<file path="src/rtl/div_pkg.sv">
// Shared definitions for the sequential restoring divider: FSM encoding,
// iteration-counter sizing and the fill value used for a divide-by-zero quotient.
package div_pkg;

  // Divider control states
  typedef enum logic [1:0] {
    ST_IDLE = 2'd0,
    ST_CALC = 2'd1,
    ST_DONE = 2'd2
  } div_state_e;

  // Default operand width and the matching iteration-counter width
  localparam int DIV_WIDTH_DEFAULT = 32;
  localparam int DIV_ITER_W        = $clog2(DIV_WIDTH_DEFAULT + 1);

  // Every quotient bit is forced to this value when the divisor is zero
  localparam logic DIV0_QUOT_BIT = 1'b1;

  // Iteration-counter width for an arbitrary operand width
  function automatic int div_iter_width(input int width);
    return $clog2(width + 1);
  endfunction

endpackage

</file>
<file path="src/rtl/div_restore_step.sv">
// One radix-2 restoring division step: shift the partial remainder left,
// bring in the next dividend bit, trial-subtract the divisor magnitude and
// keep the difference only when it does not go negative.
module div_restore_step
  import div_pkg::*;
#(
  parameter int WIDTH = DIV_WIDTH_DEFAULT
) (
  input  logic [WIDTH-1:0] rem,
  input  logic             dividend_bit,
  input  logic [WIDTH-1:0] divisor_mag,
  output logic [WIDTH-1:0] next_rem,
  output logic             quot_bit
);

  logic [WIDTH:0] shifted_s;
  logic [WIDTH:0] divisor_ext_s;
  logic [WIDTH:0] diff_s;

  // Trial subtraction; the shifted remainder is one bit wider than the divisor
  always_comb begin
    shifted_s     = {rem, dividend_bit};
    divisor_ext_s = {1'b0, divisor_mag};
    diff_s        = shifted_s - divisor_ext_s;
    if (shifted_s >= divisor_ext_s) begin
      // Difference is below the divisor, so it fits back into WIDTH bits
      next_rem = diff_s[WIDTH-1:0];
      quot_bit = 1'b1;
    end else begin
      // Shifted value is below the divisor, so its top bit is zero
      next_rem = shifted_s[WIDTH-1:0];
      quot_bit = 1'b0;
    end
  end

endmodule

</file>
<file path="src/rtl/axis_seq_divider.sv">
// Sequential radix-2 restoring divider with a dividend/divisor/dout stream
// interface. One operand pair is accepted in IDLE, WIDTH restoring steps run in
// CALC, and the sign-corrected {quotient, remainder} is presented with a
// single-cycle valid strobe in DONE. Latency is fixed at WIDTH+1 cycles.
module axis_seq_divider
  import div_pkg::*;
#(
  parameter int WIDTH  = DIV_WIDTH_DEFAULT,
  parameter bit SIGNED = 1'b1
) (
  input  logic               clk,
  input  logic               rst_n,
  input  logic               s_axis_dividend_tvalid,
  input  logic [WIDTH-1:0]   s_axis_dividend_tdata,
  output logic               s_axis_dividend_tready,
  input  logic               s_axis_divisor_tvalid,
  input  logic [WIDTH-1:0]   s_axis_divisor_tdata,
  output logic               s_axis_divisor_tready,
  output logic               m_axis_dout_tvalid,
  output logic [2*WIDTH-1:0] m_axis_dout_tdata
);

  localparam int                ITER_W    = div_iter_width(WIDTH);
  localparam logic [ITER_W-1:0] ITER_ZERO = {ITER_W{1'b0}};
  localparam logic [ITER_W-1:0] ITER_ONE  = {{(ITER_W-1){1'b0}}, 1'b1};
  localparam logic [ITER_W-1:0] LAST_ITER = ITER_W'(WIDTH - 1);
  localparam logic [WIDTH-1:0]  ZERO_W    = {WIDTH{1'b0}};
  localparam logic [WIDTH-1:0]  DIV0_QUOT = {WIDTH{DIV0_QUOT_BIT}};

  // FSM
  div_state_e state_r;
  div_state_e state_nxt_s;
  logic       accept_s;
  logic       step_s;
  logic       finish_s;

  // Operand decode
  logic             dvd_neg_s;
  logic             dvs_neg_s;
  logic [WIDTH-1:0] dvd_mag_s;
  logic [WIDTH-1:0] dvs_mag_s;

  // Iteration datapath
  logic [ITER_W-1:0] iter_cnt_r;
  logic [WIDTH-1:0]  dvd_shift_r;
  logic [WIDTH-1:0]  dvs_mag_r;
  logic [WIDTH-1:0]  dvd_raw_r;
  logic [WIDTH-1:0]  rem_r;
  logic [WIDTH-1:0]  quot_r;
  logic              neg_quot_r;
  logic              neg_rem_r;
  logic              div_zero_r;
  logic [WIDTH-1:0]  step_rem_s;
  logic              step_qbit_s;

  // Result formation
  logic [WIDTH-1:0]   quot_mag_s;
  logic [WIDTH-1:0]   quot_fix_s;
  logic [WIDTH-1:0]   rem_fix_s;
  logic [2*WIDTH-1:0] result_s;

  // Output registers
  logic               tready_r;
  logic               dout_tvalid_r;
  logic [2*WIDTH-1:0] dout_tdata_r;

  // Restoring step on the current partial remainder and next dividend MSB
  div_restore_step #(
    .WIDTH (WIDTH)
  ) u_step (
    .rem          (rem_r),
    .dividend_bit (dvd_shift_r[WIDTH-1]),
    .divisor_mag  (dvs_mag_r),
    .next_rem     (step_rem_s),
    .quot_bit     (step_qbit_s)
  );

  // State register
  always_ff @(posedge clk) begin
    if (!rst_n) begin
      state_r <= ST_IDLE;
    end else begin
      state_r <= state_nxt_s;
    end
  end

  // Next-state logic: a pair is taken only when both valids are high in IDLE
  always_comb begin
    state_nxt_s = state_r;
    case (state_r)
      ST_IDLE: begin
        if (s_axis_dividend_tvalid && s_axis_divisor_tvalid) begin
          state_nxt_s = ST_CALC;
        end else begin
          state_nxt_s = ST_IDLE;
        end
      end
      ST_CALC: begin
        if (iter_cnt_r == LAST_ITER) begin
          state_nxt_s = ST_DONE;
        end else begin
          state_nxt_s = ST_CALC;
        end
      end
      ST_DONE: begin
        state_nxt_s = ST_IDLE;
      end
      default: begin
        state_nxt_s = ST_IDLE;
      end
    endcase
  end

  // Control strobes decoded from the current state
  always_comb begin
    accept_s = 1'b0;
    step_s   = 1'b0;
    finish_s = 1'b0;
    case (state_r)
      ST_IDLE: begin
        accept_s = s_axis_dividend_tvalid && s_axis_divisor_tvalid;
      end
      ST_CALC: begin
        step_s   = 1'b1;
        finish_s = (iter_cnt_r == LAST_ITER);
      end
      ST_DONE: begin
        accept_s = 1'b0;
      end
      default: begin
        accept_s = 1'b0;
      end
    endcase
  end

  // Sign extraction and magnitude conversion of the incoming operands
  always_comb begin
    if (SIGNED) begin
      dvd_neg_s = s_axis_dividend_tdata[WIDTH-1];
      dvs_neg_s = s_axis_divisor_tdata[WIDTH-1];
    end else begin
      dvd_neg_s = 1'b0;
      dvs_neg_s = 1'b0;
    end
    // The most-negative value maps to 2^(WIDTH-1), which is representable unsigned
    if (dvd_neg_s) begin
      dvd_mag_s = ZERO_W - s_axis_dividend_tdata;
    end else begin
      dvd_mag_s = s_axis_dividend_tdata;
    end
    if (dvs_neg_s) begin
      dvs_mag_s = ZERO_W - s_axis_divisor_tdata;
    end else begin
      dvs_mag_s = s_axis_divisor_tdata;
    end
  end

  // Operand latch on accept, then one shift/subtract per CALC cycle
  always_ff @(posedge clk) begin
    if (!rst_n) begin
      iter_cnt_r  <= ITER_ZERO;
      dvd_shift_r <= ZERO_W;
      dvs_mag_r   <= ZERO_W;
      dvd_raw_r   <= ZERO_W;
      rem_r       <= ZERO_W;
      quot_r      <= ZERO_W;
      neg_quot_r  <= 1'b0;
      neg_rem_r   <= 1'b0;
      div_zero_r  <= 1'b0;
    end else if (accept_s) begin
      iter_cnt_r  <= ITER_ZERO;
      dvd_shift_r <= dvd_mag_s;
      dvs_mag_r   <= dvs_mag_s;
      dvd_raw_r   <= s_axis_dividend_tdata;
      rem_r       <= ZERO_W;
      quot_r      <= ZERO_W;
      neg_quot_r  <= dvd_neg_s ^ dvs_neg_s;
      neg_rem_r   <= dvd_neg_s;
      div_zero_r  <= (s_axis_divisor_tdata == ZERO_W);
    end else if (step_s) begin
      iter_cnt_r  <= finish_s ? ITER_ZERO : (iter_cnt_r + ITER_ONE);
      dvd_shift_r <= {dvd_shift_r[WIDTH-2:0], 1'b0};
      rem_r       <= step_rem_s;
      quot_r      <= {quot_r[WIDTH-2:0], step_qbit_s};
    end
  end

  // Final quotient/remainder including the last step, with sign fix-up.
  // Divide-by-zero overrides the datapath so both modes return {ones, dividend}.
  always_comb begin
    quot_mag_s = {quot_r[WIDTH-2:0], step_qbit_s};
    if (div_zero_r) begin
      quot_fix_s = DIV0_QUOT;
      rem_fix_s  = dvd_raw_r;
    end else begin
      if (neg_quot_r) begin
        quot_fix_s = ZERO_W - quot_mag_s;
      end else begin
        quot_fix_s = quot_mag_s;
      end
      if (neg_rem_r) begin
        rem_fix_s = ZERO_W - step_rem_s;
      end else begin
        rem_fix_s = step_rem_s;
      end
    end
    result_s = {quot_fix_s, rem_fix_s};
  end

  // Registered outputs: result and strobe are loaded on the edge entering DONE,
  // ready follows the state about to be entered
  always_ff @(posedge clk) begin
    if (!rst_n) begin
      tready_r      <= 1'b1;
      dout_tvalid_r <= 1'b0;
      dout_tdata_r  <= {(2*WIDTH){1'b0}};
    end else begin
      tready_r      <= (state_nxt_s == ST_IDLE);
      dout_tvalid_r <= finish_s;
      if (finish_s) begin
        dout_tdata_r <= result_s;
      end
    end
  end

  assign s_axis_dividend_tready = tready_r;
  assign s_axis_divisor_tready  = tready_r;
  assign m_axis_dout_tvalid     = dout_tvalid_r;
  assign m_axis_dout_tdata      = dout_tdata_r;

endmodule

</file>
<file path="config.mk">
export PLATFORM = sky130hd
export DESIGN_NAME = axis_seq_divider
export DESIGN_NICKNAME = d
export VERILOG_FILES = /design/src/rtl/div_pkg.sv /design/src/rtl/div_restore_step.sv /design/src/rtl/axis_seq_divider.sv
export SDC_FILE = /design/constraint.sdc
export NUM_CORES = 1
export LEC_CHECK = 0
export CORE_MARGIN = 4
export CORE_UTILIZATION = 45
export CTS_BUF_LIST = sky130_fd_sc_hd__clkbuf_8
export DETAILED_ROUTE_END_ITERATION = 8
export PLACE_DENSITY = 0.74
export SETUP_SLACK_MARGIN = 0.05
export SYNTH_ARGS = -nofsm -noshare
export SYNTH_HDL_FRONTEND = slang
export SYNTH_SLANG_ARGS = --single-unit
</file>
<file path="constraint.sdc">
create_clock -name clk -period 8.8 [get_ports clk]
set_input_delay 2.64 -clock clk [delete_from_list [all_inputs] [get_ports clk]]
set_output_delay 2.64 -clock clk [all_outputs]
set_load 0.005 [all_outputs]
</file>
==> out/results.tsv, run 1 <==
stage	metric	value	unit
sta	fin_worst_skew	0.0288	ns
detailed_routing	firstDrtPassIters	6	
synth	synth_area	14100	µm²
synth	ys_types	81	
detailed_routing	vias	13300	
synth	ys_ff_latch	234	
finish	fin_nets	1981	
global_route	grt_first_pass_wirelength	64100	µm
setup_path	crit_type	in -> reg	
setup_path	critPathBufInv	1	
sta	fin_ws	3.02	ns
detailed_routing	drt_first_iter_violations	1117	
clock_tree	path_clk_slew	0.06	ns
placed_design	dp_hpwl	27800	µm
detailed_routing	viasPerCell	5.80	
power	worst_ir_drop_vdd	105	µV
finish	syn2layout_area_growth	16.6	%
clock_tree	cts_root_buf	clkbuf_8	
synth	synth-seq-area-share	0.332	
synth	synth_top_area_share	0.332	
setup_path	start_kind	input port	
placed_design	routabilityCongestion	0.992	
clock_tree	ctsHoldBuffers	0	
clock_tree	cts_buffers	42	
floorplanning	die_h	185	µm
synth	synth_edf_count	0	
setup_path	required	9.23	ns
hold_path	hold_depth	2	
hold_path	holdCritStartpoint	dvd_raw_r[28]$_SDFFE_PN0P_	
placed_design	pre_cts_ws	2.52	ns
floorplanning	fp-row-count	64	
sta	hold_violations	0	
detailed_routing	wirelength	39600	µm
clock_tree	cts_setup_buffers	0	
sta	fmax	173	MHz
sta	setup_violations	0	
sta	slew_viol_final	0	
setup_path	r2r_cells	16	
sta	relSlewSlack	0.145	
run	drv_cap	0	
status	run_status	finished, final reports clean	
clock_tree	cts-htree-levels	2	
synth	yosys_warnings	0	
synth	synth_cells	1812	
sta	finalCriticalPeriod	5.78	ns
sta	tightest_slew	1.28	ns
detailed_routing	drc	0	
sta	fin_crit_sh	0.656	
sta	rsz0062_at_grt	false	
placed_design	io_buffer_count	134	
global_route	antenna_found_initial	0	
setup_path	slowest_delay	0.57	ns
hold_path	hold_path_class	reg -> reg	
global_route	overflow	0	
finish	fill_cells	2934	
setup_path	r2r-start	dvs_mag_r[16]$_SDFFE_PN0P_	
global_route	grt_max_degree	96	
setup_path	crit_top_cell	or4_1	
synth	synth_top_area_cell	dfxtp_1	
synth	ys_top_cells_by_area	dfxtp_1, nand2_1, o211a_1	
floorplanning	core	30700	µm²
sta	tns	0	ns
setup_path	arrival	6.20	ns
setup_path	cp_max_fo	4	
synth	yosysMostFrequentCell	nand2_1	
setup_path	slowest_stage	or4_1	
floorplanning	design.die.area	34200	µm²
synth	synth_common_cells	nand2_1, dfxtp_1, a21oi_1, o21ai_0, clkbuf_1	
floorplanning	ios	135	
setup_path	worstPathCellList	clkdlybuf4s50_1, or4_1, or3_1, or4_1, or4_1, or4_1, o31ai_1, xor2_1, nand2_1, o211a_1	
clock_tree	clk_latency	0.56	ns
finish	diodes	0	
setup_path	regToRegSetupSlack	3.53	ns
synth	synthFlopType	dfxtp_1	
clock_tree	cts_resized	0	
synth	ys_async_sr_fraction	0	
setup_path	end_kind	flip-flop	
clock_tree	cts_sinks	234	
power	p_leak	6.73	nW
placed_design	dp_cells	2227	
global_route	grt_usage	0.224	
synth	syn_nets	1918	
clock_tree	cts_max_path_buffers	3	
sta	whs	0.463	ns
finish	drive_gt1_frac	0.0567	
floorplanning	start_util	0.458	
clock_tree	cts_tree	built	
finish	fin_cells	2302	
detailed_routing	drtAntennaViolNets	0	
setup_path	critPathTopFamily	simple AND/OR/NAND/NOR gates	
setup_path	r2r-end	m_axis_dout_tdata[24]$_SDFFE_PN0P_	
hold_path	hold_end	dvd_raw_r[28]$_SDFFE_PN0P_	
floorplanning	chipWidth	185	µm
detailed_routing	routedWlPerCell	17.2	µm
synth	syn_area_per_cell	7.78	µm²
global_route	grt_pass1_vias	12500	
finish	utilization	0.534	
power	power_density	197	nW/µm²
## layout make-up
type | count | area [µm²] | area share
Clock buffer | 56 | 771 | 0.0469
Clock inverter | 19 | 113 | 0.00686
Tap cell | 396 | 495 | 0.0302
Inverter | 51 | 191 | 0.0117
Sequential cell | 234 | 4680 | 0.285
Multi-Input combinational cell | 1402 | 8760 | 0.533
Timing Repair Buffer | 144 | 1410 | 0.0861
## placed cells by master, fill, tap and decap left out, types with 32 or more instances in the layout
| cell type | count |
|---|---|
| a21boi_0 | 39 |
| a21oi_1 | 129 |
| clkbuf_8 | 56 |
| clkdlybuf4s50_1 | 133 |
| dfxtp_1 | 234 |
| ha_1 | 37 |
| inv_1 | 62 |
| nand2_1 | 346 |
| nand3_1 | 45 |
| nor2_1 | 88 |
| nor3_1 | 35 |
| o211a_1 | 69 |
| o21ai_0 | 106 |
| o31ai_1 | 32 |
| xnor2_1 | 53 |
| xor2_1 | 78 |
## worst reg2reg max path, stage by stage, from the launching register on
cell and delay [ns]:
dfxtp_1 0.34, inv_1 0.08, ha_1 0.38, a21oi_1 0.25, o21ai_0 0.24, a221oi_1 0.61, a211oi_2 0.28, or2_2 0.36
buf_4 0.33, o21ai_0 0.51, ha_1 0.28, o21a_1 0.30, and2_1 0.29, nand3b_2 0.16, o41ai_2 0.36, xnor2_1 0.13
a221oi_2 0.27
## power by group
group | internal [mW] | switching (mW)
combinational | 0.387 | 0.653
sequential | 1.10 | 0.0362
clock | 0.598 | 0.455
## cells by family (layout without fill, tap and decap cells)
kind of cell,count (synthesis),after routing,synth area share
multiplexers,26,26,0.0190
adder cells (fa/ha/maj),38,38,0.0343
AO/OA/AOI/OAI,538,538,0.265
flip-flops,234,234,0.332
XOR/XNOR,131,131,0.0814
AND/OR/NAND/NOR,669,669,0.219
buffers and inverters,176,270,0.0489
## worst max-delay path by stage
stage	from	slack, ns	end	cells past startpoint
after floorplan	s_axis_divisor_tdata[16]	3.21	dvs_mag_r[29]$_SDFFE_PN0P_	9
after detailed placement	s_axis_divisor_tdata[16]	2.52	dvs_mag_r[29]$_SDFFE_PN0P_	10
after global routing	s_axis_divisor_tdata[14]	2.89	dvs_mag_r[29]$_SDFFE_PN0P_	10
final	s_axis_divisor_tdata[16]	3.02	dvs_mag_r[29]$_SDFFE_PN0P_	10
after CTS	s_axis_divisor_tdata[16]	3.07	dvs_mag_r[29]$_SDFFE_PN0P_	10
after global placement	s_axis_divisor_tdata[16]	2.56	dvs_mag_r[29]$_SDFFE_PN0P_	10
## flip-flops by register name, summed over array words and instances, names as in the netlist, 2 cells and up
signal,cells
m_axis_dout_tdata,64
dvd_raw_r,32
dvd_shift_r,32
dvs_mag_r,32
rem_r,32
quot_r,31
iter_cnt_r,6
state_r,2
## per-stage QoR
stage	total power, mW	cell area, µm²
finish	3.23	16400
global route	3.42	16400
CTS	3.24	16400
detailed placement	2.17	15500
global placement	2.16	15500
floorplan	1.91	14100
## per-layer routing
metal,track usage,share of wire,up-vias
li1,-,-,6641
met1,0.342,0.49,6211
met2,0.327,0.42,436
met3,0.0363,0.069,54
met4,0.0570,0.016,0
met5,0,0,-
Note: power is estimated with default switching activity, not from simulation.
==> run 2, diff against run 1 <==
PLACE_DENSITY = 0.77   (was 0.74)
clock period = 4.9 ns   (was 8.8 ns; I/O delays follow)
==> run 2 against run 1 <==
Against the previous run: die area did not move; global-route usage rose by 0.25 points; final area rose by 2.3%; count of clock-buffer cells in the layout did not move; largest power group unchanged; final cell count rose by 2.0%; worst hold slack improved by 0.00088 ns.
==> out/results.tsv, run 2 (synthesis gave the netlist of run 1 again) <==
stage	metric	value	unit
status	run_status	finished, final reports clean	
floorplanning	design.die.area	34200	µm²
power	p_leak	6.96	nW
sta	fmax	219	MHz
clock_tree	cts-htree-levels	2	
sta	tns	0	ns
finish	fill_cells	2901	
finish	drive_gt1_frac	0.0784	
global_route	overflow	0	
sta	fin_worst_skew	0.0410	ns
global_route	grt_first_pass_wirelength	64900	µm
clock_tree	ctsHoldBuffers	0	
hold_path	hold_path_class	reg -> reg	
clock_tree	cts_setup_buffers	0	
run	drv_cap	0	
detailed_routing	wirelength	40000	µm
sta	relSlewSlack	0.241	
global_route	grtUsageMet2	0.343	
power	power_density	354	nW/µm²
floorplanning	fp-row-count	64	
sta	slew_viol_final	0	
clock_tree	cts_resized	0	
detailed_routing	drt_first_iter_violations	1055	
global_route	use_met3	0.0322	
detailed_routing	drtAntennaViolNets	0	
finish	diodes	0	
finish	syn2layout_area_growth	19.2	%
setup_path	r2r-end	m_axis_dout_tdata[20]$_SDFFE_PN0P_	
finish	fin_nets	2026	
detailed_routing	drc	0	
detailed_routing	routedWlPerCell	17.1	µm
setup_path	required	5.38	ns
power	worst_ir_drop_vdd	202	µV
sta	rsz0062_at_grt	false	
finish	largest_reg_flops	64	
setup_path	r2r_cells	16	
detailed_routing	firstDrtPassIters	8	
detailed_routing	viasPerCell	5.76	
setup_path	critPathLaunch	rem_r[9]$_SDFFE_PP0N_	
sta	setup_violations	0	
global_route	grt_pass1_vias	12800	
finish	mostFrequentLayoutCell	nand2_1	
floorplanning	chipWidth	185	µm
sta	fin_crit_sh	0.930	
setup_path	start_kind	flip-flop	
clock_tree	cts_max_path_buffers	3	
setup_path	cp-endpoint	m_axis_dout_tdata[20]$_SDFFE_PN0P_	
setup_path	end_kind	flip-flop	
global_route	grt_max_degree	80	
clock_tree	clk_latency	0.56	ns
setup_path	crit_type	reg -> reg	
sta	hold_violations	0	
setup_path	cp_max_fo	10	
finish	final_cell_mix	nand2_1, dfxtp_1, clkdlybuf4s50_1	
global_route	antenna_found_initial	0	
clock_tree	cts_buffers	42	
clock_tree	cts_root_buf	clkbuf_8	
placed_design	dp_hpwl	28900	µm
global_route	grt_usage	0.226	
sta	finalCriticalPeriod	4.56	ns
clock_tree	cts_sinks	234	
global_route	top_usage_layer	met2	
floorplanning	core	30700	µm²
floorplanning	die_h	185	µm
setup_path	regToRegSetupSlack	0.34	ns
global_route	met1_usage	0.336	
setup_path	r2r-start	rem_r[9]$_SDFFE_PP0N_	
sta	tightest_slew	1.14	ns
finish	utilization	0.546	
clock_tree	cts_tree	built	
clock_tree	path_clk_slew	0.06	ns
detailed_routing	vias	13500	
setup_path	arrival	5.04	ns
placed_design	io_buffer_count	134	
floorplanning	ios	135	
placed_design	routabilityCongestion	0.904	
floorplanning	start_util	0.458	
[run 2: cell types whose count changed in the layout (fill, tap and decap cells not counted)]
cell    delta
inv_6      -2
buf_4     +43
buf_12     +2
inv_12     +1
inv_8      +1
[run 2: layout make-up]
type                    count  area, µm²  share of cell area
multi-input cells        1402       8760               0.521
repair buffers            189       1780               0.106
well taps                 396        495              0.0295
clock buffers              56        771              0.0459
inverters                  51        191              0.0114
clock inverters            19        123             0.00730
flip-flops and latches    234       4680               0.279
[run 2: worst min-delay path by stage]
stage	from	endpoint	cells past startpoint	slack (ns)
6_report	dvd_raw_r[18]$_SDFFE_PN0P_	dvd_raw_r[18]$_SDFFE_PN0P_	2	0.46
5_1_grt	dvd_raw_r[26]$_SDFFE_PN0P_	dvd_raw_r[26]$_SDFFE_PN0P_	2	0.49
4_1_cts	dvd_raw_r[26]$_SDFFE_PN0P_	dvd_raw_r[26]$_SDFFE_PN0P_	2	0.47
3_5_place_dp	dvd_raw_r[26]$_SDFFE_PN0P_	dvd_raw_r[26]$_SDFFE_PN0P_	2	0.46
3_3_place_gp	dvd_raw_r[21]$_SDFFE_PN0P_	dvd_raw_r[21]$_SDFFE_PN0P_	2	0.45
2_1_floorplan	dvd_raw_r[9]$_SDFFE_PN0P_	dvd_raw_r[9]$_SDFFE_PN0P_	2	0.44
[run 2: metrics by stage]
step | setup slack, ns | instance area [µm²] | power, mW | instances | hold WS (ns)
4_1_cts | 0.420 | 16800 | 5.97 | 2347 | 0.466
2_1_floorplan | 0.295 | 14100 | 3.43 | 1812 | 0.438
3_5_place_dp | -0.0217 | 15900 | 4.02 | 2272 | 0.457
3_3_place_gp | -0.0179 | 15900 | 4.00 | 2272 | 0.449
6_report | 0.343 | 16800 | 5.95 | 2347 | 0.464
5_1_grt | 0.0683 | 16800 | 6.28 | 2347 | 0.485
[run 2: power breakdown]
part	internal [mW]	total, mW	switching (mW)
combinational	0.799	1.99	1.19
sequential	1.98	2.04	0.0633
clock	1.08	1.91	0.832
[run 2: critical path, cell delays in order (launching register included)]
cell,delay (ns)
dfxtp_1,0.47
ha_1,0.40
a21oi_1,0.23
o21ai_0,0.16
a221oi_1,0.38
buf_4,0.20
a211oi_2,0.07
or2_2,0.40
buf_4,0.19
o21ai_0,0.41
ha_1,0.29
o21a_1,0.21
and2_1,0.18
nand3b_2,0.13
buf_4,0.17
a2111o_1,0.42
a31oi_1,0.18
[run 2: routing by layer]
layer	routed length (µm)	vias up	part of all wire
met3	2780	62	0.069
met1	19300	6307	0.48
li1	-	6723	-
met4	802	0	0.020
met5	0	-	0
met2	17100	435	0.43
==> run 3, diff against run 2 <==
SKIP_LAST_GASP = 1   (was unset)
==> results of run 3 <==
Same layout as run 2: the final DEF is identical, and so are final timing and power.
